$ cat src/rtl/uart_sample_seq.sv
// uart_sample_seq: assembles RX byte pairs into DATA_W-bit samples and splits results into TX byte pairs.
module uart_sample_seq #(
    parameter int DATA_W = 11,
    parameter int CNT_W  = 16
) (
    input  logic              clk,
    input  logic              rst,
    input  logic              cr_rst,
    input  logic              cr_en,
    input  logic              cr_src_sel,
    input  logic              rx_empty,
    input  logic [7:0]        rx_data,
    output logic              rx_rd,
    input  logic              din_wr,
    input  logic [DATA_W-1:0] din_data,
    output logic [DATA_W-1:0] smp_data,
    output logic              smp_vld,
    input  logic              smp_rdy,
    input  logic [DATA_W-1:0] res_data,
    input  logic              res_vld,
    output logic              res_rdy,
    input  logic              tx_full,
    output logic [7:0]        tx_data,
    output logic              tx_wr,
    output logic              busy,
    output logic              err_fmt,
    output logic              din_ovf,
    output logic [CNT_W-1:0]  cnt_in,
    output logic [CNT_W-1:0]  cnt_out
);
    typedef enum logic [1:0] {R_LO, R_HI, R_OUT} r_t;
    typedef enum logic [1:0] {T_IDLE, T_LO, T_HI} t_t;
    r_t                r_q, r_d;
    t_t                t_q, t_d;
    logic [DATA_W-1:0] smp_q, smp_d;
    logic [DATA_W-9:0] hi_q, hi_d;
    logic [7:0]        tx_q, tx_d;
    logic [CNT_W-1:0]  cnt_in_q, cnt_in_d, cnt_out_q, cnt_out_d;
    logic              err_q, err_d, ovf_q, ovf_d;
    logic              clr, hi_ok, din_acc, res_acc;
    assign clr     = rst | cr_rst;
    assign hi_ok   = (rx_data >> (DATA_W - 8)) == 8'd0;
    assign din_acc = r_q == R_LO && cr_en && cr_src_sel && din_wr;
    assign res_acc = res_rdy && res_vld;
    always_ff @(posedge clk or posedge rst) begin
        if (rst) begin
            r_q       <= R_LO;
            t_q       <= T_IDLE;
            smp_q     <= '0;
            hi_q      <= '0;
            tx_q      <= '0;
            cnt_in_q  <= '0;
            cnt_out_q <= '0;
            err_q     <= 1'b0;
            ovf_q     <= 1'b0;
        end else begin
            r_q       <= r_d;
            t_q       <= t_d;
            smp_q     <= smp_d;
            hi_q      <= hi_d;
            tx_q      <= tx_d;
            cnt_in_q  <= cnt_in_d;
            cnt_out_q <= cnt_out_d;
            err_q     <= err_d;
            ovf_q     <= ovf_d;
        end
    end
    always_comb begin
        r_d = r_q;
        t_d = t_q;
        case (r_q)
            R_LO:    if (cr_en && (cr_src_sel ? din_wr : !rx_empty)) r_d = cr_src_sel ? R_OUT : R_HI;
            R_HI:    if (!rx_empty) r_d = hi_ok ? R_OUT : R_LO;
            R_OUT:   if (smp_rdy) r_d = R_LO;
            default: r_d = R_LO;
        endcase
        case (t_q)
            T_IDLE:  if (cr_en && res_vld) t_d = T_LO;
            T_LO:    if (!tx_full) t_d = T_HI;
            T_HI:    if (!tx_full) t_d = T_IDLE;
            default: t_d = T_IDLE;
        endcase
        if (cr_rst) begin
            r_d = R_LO;
            t_d = T_IDLE;
        end
    end
    // Handshake strobes are combinational, so either reset must mask them directly.
    always_comb begin
        rx_rd   = !clr && !rx_empty && ((r_q == R_LO && cr_en && !cr_src_sel) || r_q == R_HI);
        smp_vld = !clr && r_q == R_OUT;
        res_rdy = !clr && t_q == T_IDLE && cr_en;
        tx_wr   = !clr && !tx_full && (t_q == T_LO || t_q == T_HI);
    end
    always_comb begin
        smp_d     = cr_rst ? '0 : din_acc ? din_data
                  : (rx_rd && r_q == R_LO) ? {smp_q[DATA_W-1:8], rx_data}
                  : (rx_rd && hi_ok) ? {rx_data[DATA_W-9:0], smp_q[7:0]} : smp_q;
        hi_d      = cr_rst ? '0 : res_acc ? res_data[DATA_W-1:8] : hi_q;
        tx_d      = cr_rst ? '0 : res_acc ? res_data[7:0] : (tx_wr && t_q == T_LO) ? 8'(hi_q) : tx_q;
        cnt_in_d  = cr_rst ? '0 : cnt_in_q + CNT_W'(smp_vld && smp_rdy);
        cnt_out_d = cr_rst ? '0 : cnt_out_q + CNT_W'(tx_wr && t_q == T_HI);
        err_d     = rx_rd && r_q == R_HI && !hi_ok;
        ovf_d     = !cr_rst && din_wr && !din_acc;
    end
    assign smp_data = smp_q;
    assign tx_data  = tx_q;
    assign cnt_in   = cnt_in_q;
    assign cnt_out  = cnt_out_q;
    assign err_fmt  = err_q;
    assign din_ovf  = ovf_q;
    assign busy     = r_q != R_LO || t_q != T_IDLE;
endmodule
$ cat config.mk
export PLATFORM = sky130hd
export DESIGN_NAME = uart_sample_seq
export DESIGN_NICKNAME = d
export VERILOG_FILES = /design/src/rtl/uart_sample_seq.sv
export SDC_FILE = /design/constraint.sdc
export NUM_CORES = 1
export LEC_CHECK = 0
export BUFFER_PORTS_ARGS = -buffer_cell sky130_fd_sc_hd__buf_2
export CORE_ASPECT_RATIO = 0.8
export CORE_MARGIN = 5
export CORE_UTILIZATION = 51
export CTS_BUF_LIST = sky130_fd_sc_hd__clkbuf_8
export DETAILED_ROUTE_END_ITERATION = 6
export PLACE_DENSITY_LB_ADDON = 0.2
export SYNTH_ARGS = -nofsm -noshare
export SYNTH_HDL_FRONTEND = slang
export SYNTH_SLANG_ARGS = --single-unit
$ cat constraint.sdc
create_clock -name clk -period 3.6 [get_ports clk]
set_input_delay 0.36 -clock clk [delete_from_list [all_inputs] [get_ports clk]]
set_output_delay 0.36 -clock clk [all_outputs]
set_load 0.05 [all_outputs]
==> run metrics <==
Cell variety after synth 42; Remaining DRCs 0; max-cap violations 0; synthesized area 3000 um^2; CP max stage delay 510 ps; Power Internal 1.08 mW; WL/cell 14.2 um; synth warn 0; ranking of synthesized cells by area dfrtp_1 (50%), nor2_1 (4.5%), ha_1 (3.3%), a22o_1 (3.2%), xnor2_1 (2.9%); DR vias between 2000 and 3000; CP cell instances inv_1 > ha_1 > nor4b_2 > and2_1 > ha_1 > nand2_1 > or3_4 > or4_1 > a21oi_1; chip width 95.8 um; upper clock frequency limit 377 MHz; First-pass DRT Iterations 4; clk slew on worst S/H paths 70 ps; NetSw 380 uW; Worst Hold Slack 258 ps; Sink Count 60; Hold Violations, Final 0; hold buffers post-CTS 0; total power approximately 1.5 mW; Startpoint Class flip-flop; Final Non-Filler Cells 475; first-pass GRT wire length 11200 um; skew final 7.65 ps; slew margin rel. a little under half; Flop pwr share 48.0%; critical path endpoint category flip-flop; antenna violations before repair 0; Setup Slack @ Placement 969 ps; leak pwr roughly 2.0 nW; Root Buffer Master clkbuf_8; fin. max-slew vios 0; kind of critical path reg -> reg; GPL Wtd Cong 0.811; grt ovf 0; Top cell by count, worst path ha_1; CTS H-tree lvls 3; Worst EP arrival 2910 ps; met2 WL 3100 um; P per Cell Area 385 nW/um^2; vias per cell 5.35; ys async rst share 100%; Post-synth EDFFs 0; Slowest-stage cell, CP or4_1; setup bufs post-CTS 0; port bufs 97; die height 78.6 um; status finished, final reports clean; worst hold path class in -> reg; post-cts repair resize count 0; Detailed Place HPWL 4980 um; slew of the pin with the lowest slew margin 797 ps; final worst-path setup slack 944 ps; switch share 26.1%; Peak VDD IR 0.184 mV; Logic pwr share 12.1%; dpl cells 460; Final Cell Area between 3000 and 4000 um^2; global router's overall resource usage 18.9%; Inserted Clock Buffers 9; Final Setup Violations 0; DR WL met3 416 um; Initial DRC Count 86; Gate Count Post-Synth 290; share of layout cells above drive strength 1 between 30% and 40%; filler cell count 497; Synth Area per Inst 10.4 um^2; critical path's top delay family simple AND/OR/NAND/NOR gates; top cell type's share of synthesized area 50.0%; required time worst endpoint 3850 ps; uppermost routed layer met4; io pins 98; Site Rows 25; minimum clock period ~2700 ps; Post-Syn Nets 338; Seq/Total Area, Yosys 50.0%; Post-synth top flop dfrtp_1; Post-DRT Antenna Nets 0; CTS tree built; CTS Buffer Depth 2; Period Utilization, post-route 73.8%; core area 5820 um^2; routed wire length 6730 um; crit path max fanout 7; Critical path buffers and inverters 1; area leader, netlist dfrtp_1; RSZ-0062 raised after global routing false; placed cell areas 3590 um^2; vias in the first global route about 2400; Clock power frac 40.0%; area grow syn2layout 25.9%; flops & latches, synth 60; n_diodes 0; setup TNS 0 ps; clk_lat worst skew 330 ps; Initial Utilization 51.6%; met1 wire length 3170 um; Nets 438; pin count of the biggest net entering global routing 40; post-layout util 65.0%; Total Die Area roughly 7500 um^2
==> registers in the layout, summed over array words and instances (netlist names) <==
name      cells
t_q           2
err_fmt       1
tx_data       8
hi_q          3
cnt_in       16
din_ovf       1
cnt_out      16
r_q           2
smp_data     11
==> cells by family (layout without fill, tap and decap cells) <==
group,count (synthesis),after routing,share of synthesized area (%)
adders and majority gates,8,8,3.33
DFF,60,60,50.0
muxes,13,13,4.54
buffers and inverters,22,126,2.83
and+or+nand+nor,118,118,22.5
xor gates and xnor gates,19,19,5.54
AOI/OAI and AO/OA,50,50,11.3
==> layout by cell type, fill, tap and decap left out, types with 3 or more instances in the layout <==
cell type / n
and3_1: 4
nand4_1: 7
buf_4: 5
a21oi_1: 15
nor3_1: 5
a211oi_1: 8
nor3b_1: 5
nand2_1: 12
mux2i_1: 8
dfrtp_1: 60
or3_1: 5
ha_1: 8
a211o_1: 3
nor2_1: 36
nand3_1: 12
a22o_1: 11
nor4bb_1: 4
inv_1: 9
and2_1: 5
mux2_2: 5
nor4_1: 5
nor2b_1: 4
clkbuf_8: 10
xnor2_1: 10
xor2_1: 9
o21ai_0: 6
buf_2: 97
==> metal layers <==
layer / track usage [%] / up-vias
met4: 3.84 / 0
li1: - / 1242
met1: 25.2 / 1237
met3: 6.61 / 4
met2: 29.8 / 58
met5: 0 / -
==> layout make-up <==
| cell class | count | area (um^2) | area share [%] |
|---|---|---|---|
| Clock buffer | 10 | 138 | 3.64 |
| Clock inverter | 5 | 53.8 | 1.42 |
| Inverter | 9 | 33.8 | 0.894 |
| Multi-Input combinational cell | 208 | 1430 | 37.8 |
| Sequential cell | 60 | 1500 | 39.7 |
| Tap cell | 81 | 101 | 2.68 |
| Timing Repair Buffer | 102 | 523 | 13.8 |
==> path summary, 6_finish.rpt <==
path | from | to | slack, ps | cells after the start
max reg2reg | t_q[0]$_DFFE_PP0P_ | cnt_out[14]$_DFF_PP0_ | 940 | 9
max in group asynchronous | rst | cnt_in[5]$_DFF_PP0_ | 2550 | 3
max | t_q[0]$_DFFE_PP0P_ | cnt_out[14]$_DFF_PP0_ | 940 | 9
min | res_data[4] | tx_data[4]$_DFFE_PP0P_ | 260 | 2
min in group asynchronous | rst | cnt_out[15]$_DFF_PP0_ | 270 | 2
min reg2reg | tx_data[1]$_DFFE_PP0P_ | tx_data[1]$_DFFE_PP0P_ | 500 | 1
==> synth_stat cells, types with 6 or more instances <==
| cell | count |
|---|---|
| nand2_1 | 12 |
| ha_1 | 8 |
| a21oi_1 | 15 |
| nor2_1 | 36 |
| xnor2_1 | 10 |
| a211oi_1 | 8 |
| clkbuf_1 | 6 |
| xor2_1 | 9 |
| a22o_1 | 11 |
| inv_1 | 9 |
| mux2i_1 | 8 |
| dfrtp_1 | 60 |
| nand4_1 | 7 |
| nand3_1 | 12 |
| o21ai_0 | 6 |
==> power groups by stage <==
stage                     clock (mW)  sequential, mW  combinational (mW)
after floorplan                    0           0.747              0.0802
after global placement             0           0.710               0.175
after detailed placement           0           0.710               0.177
after CTS                      0.596           0.698               0.178
after global routing           0.631           0.699               0.193
final                          0.582           0.698               0.176
(Power assumes the default switching activity.)
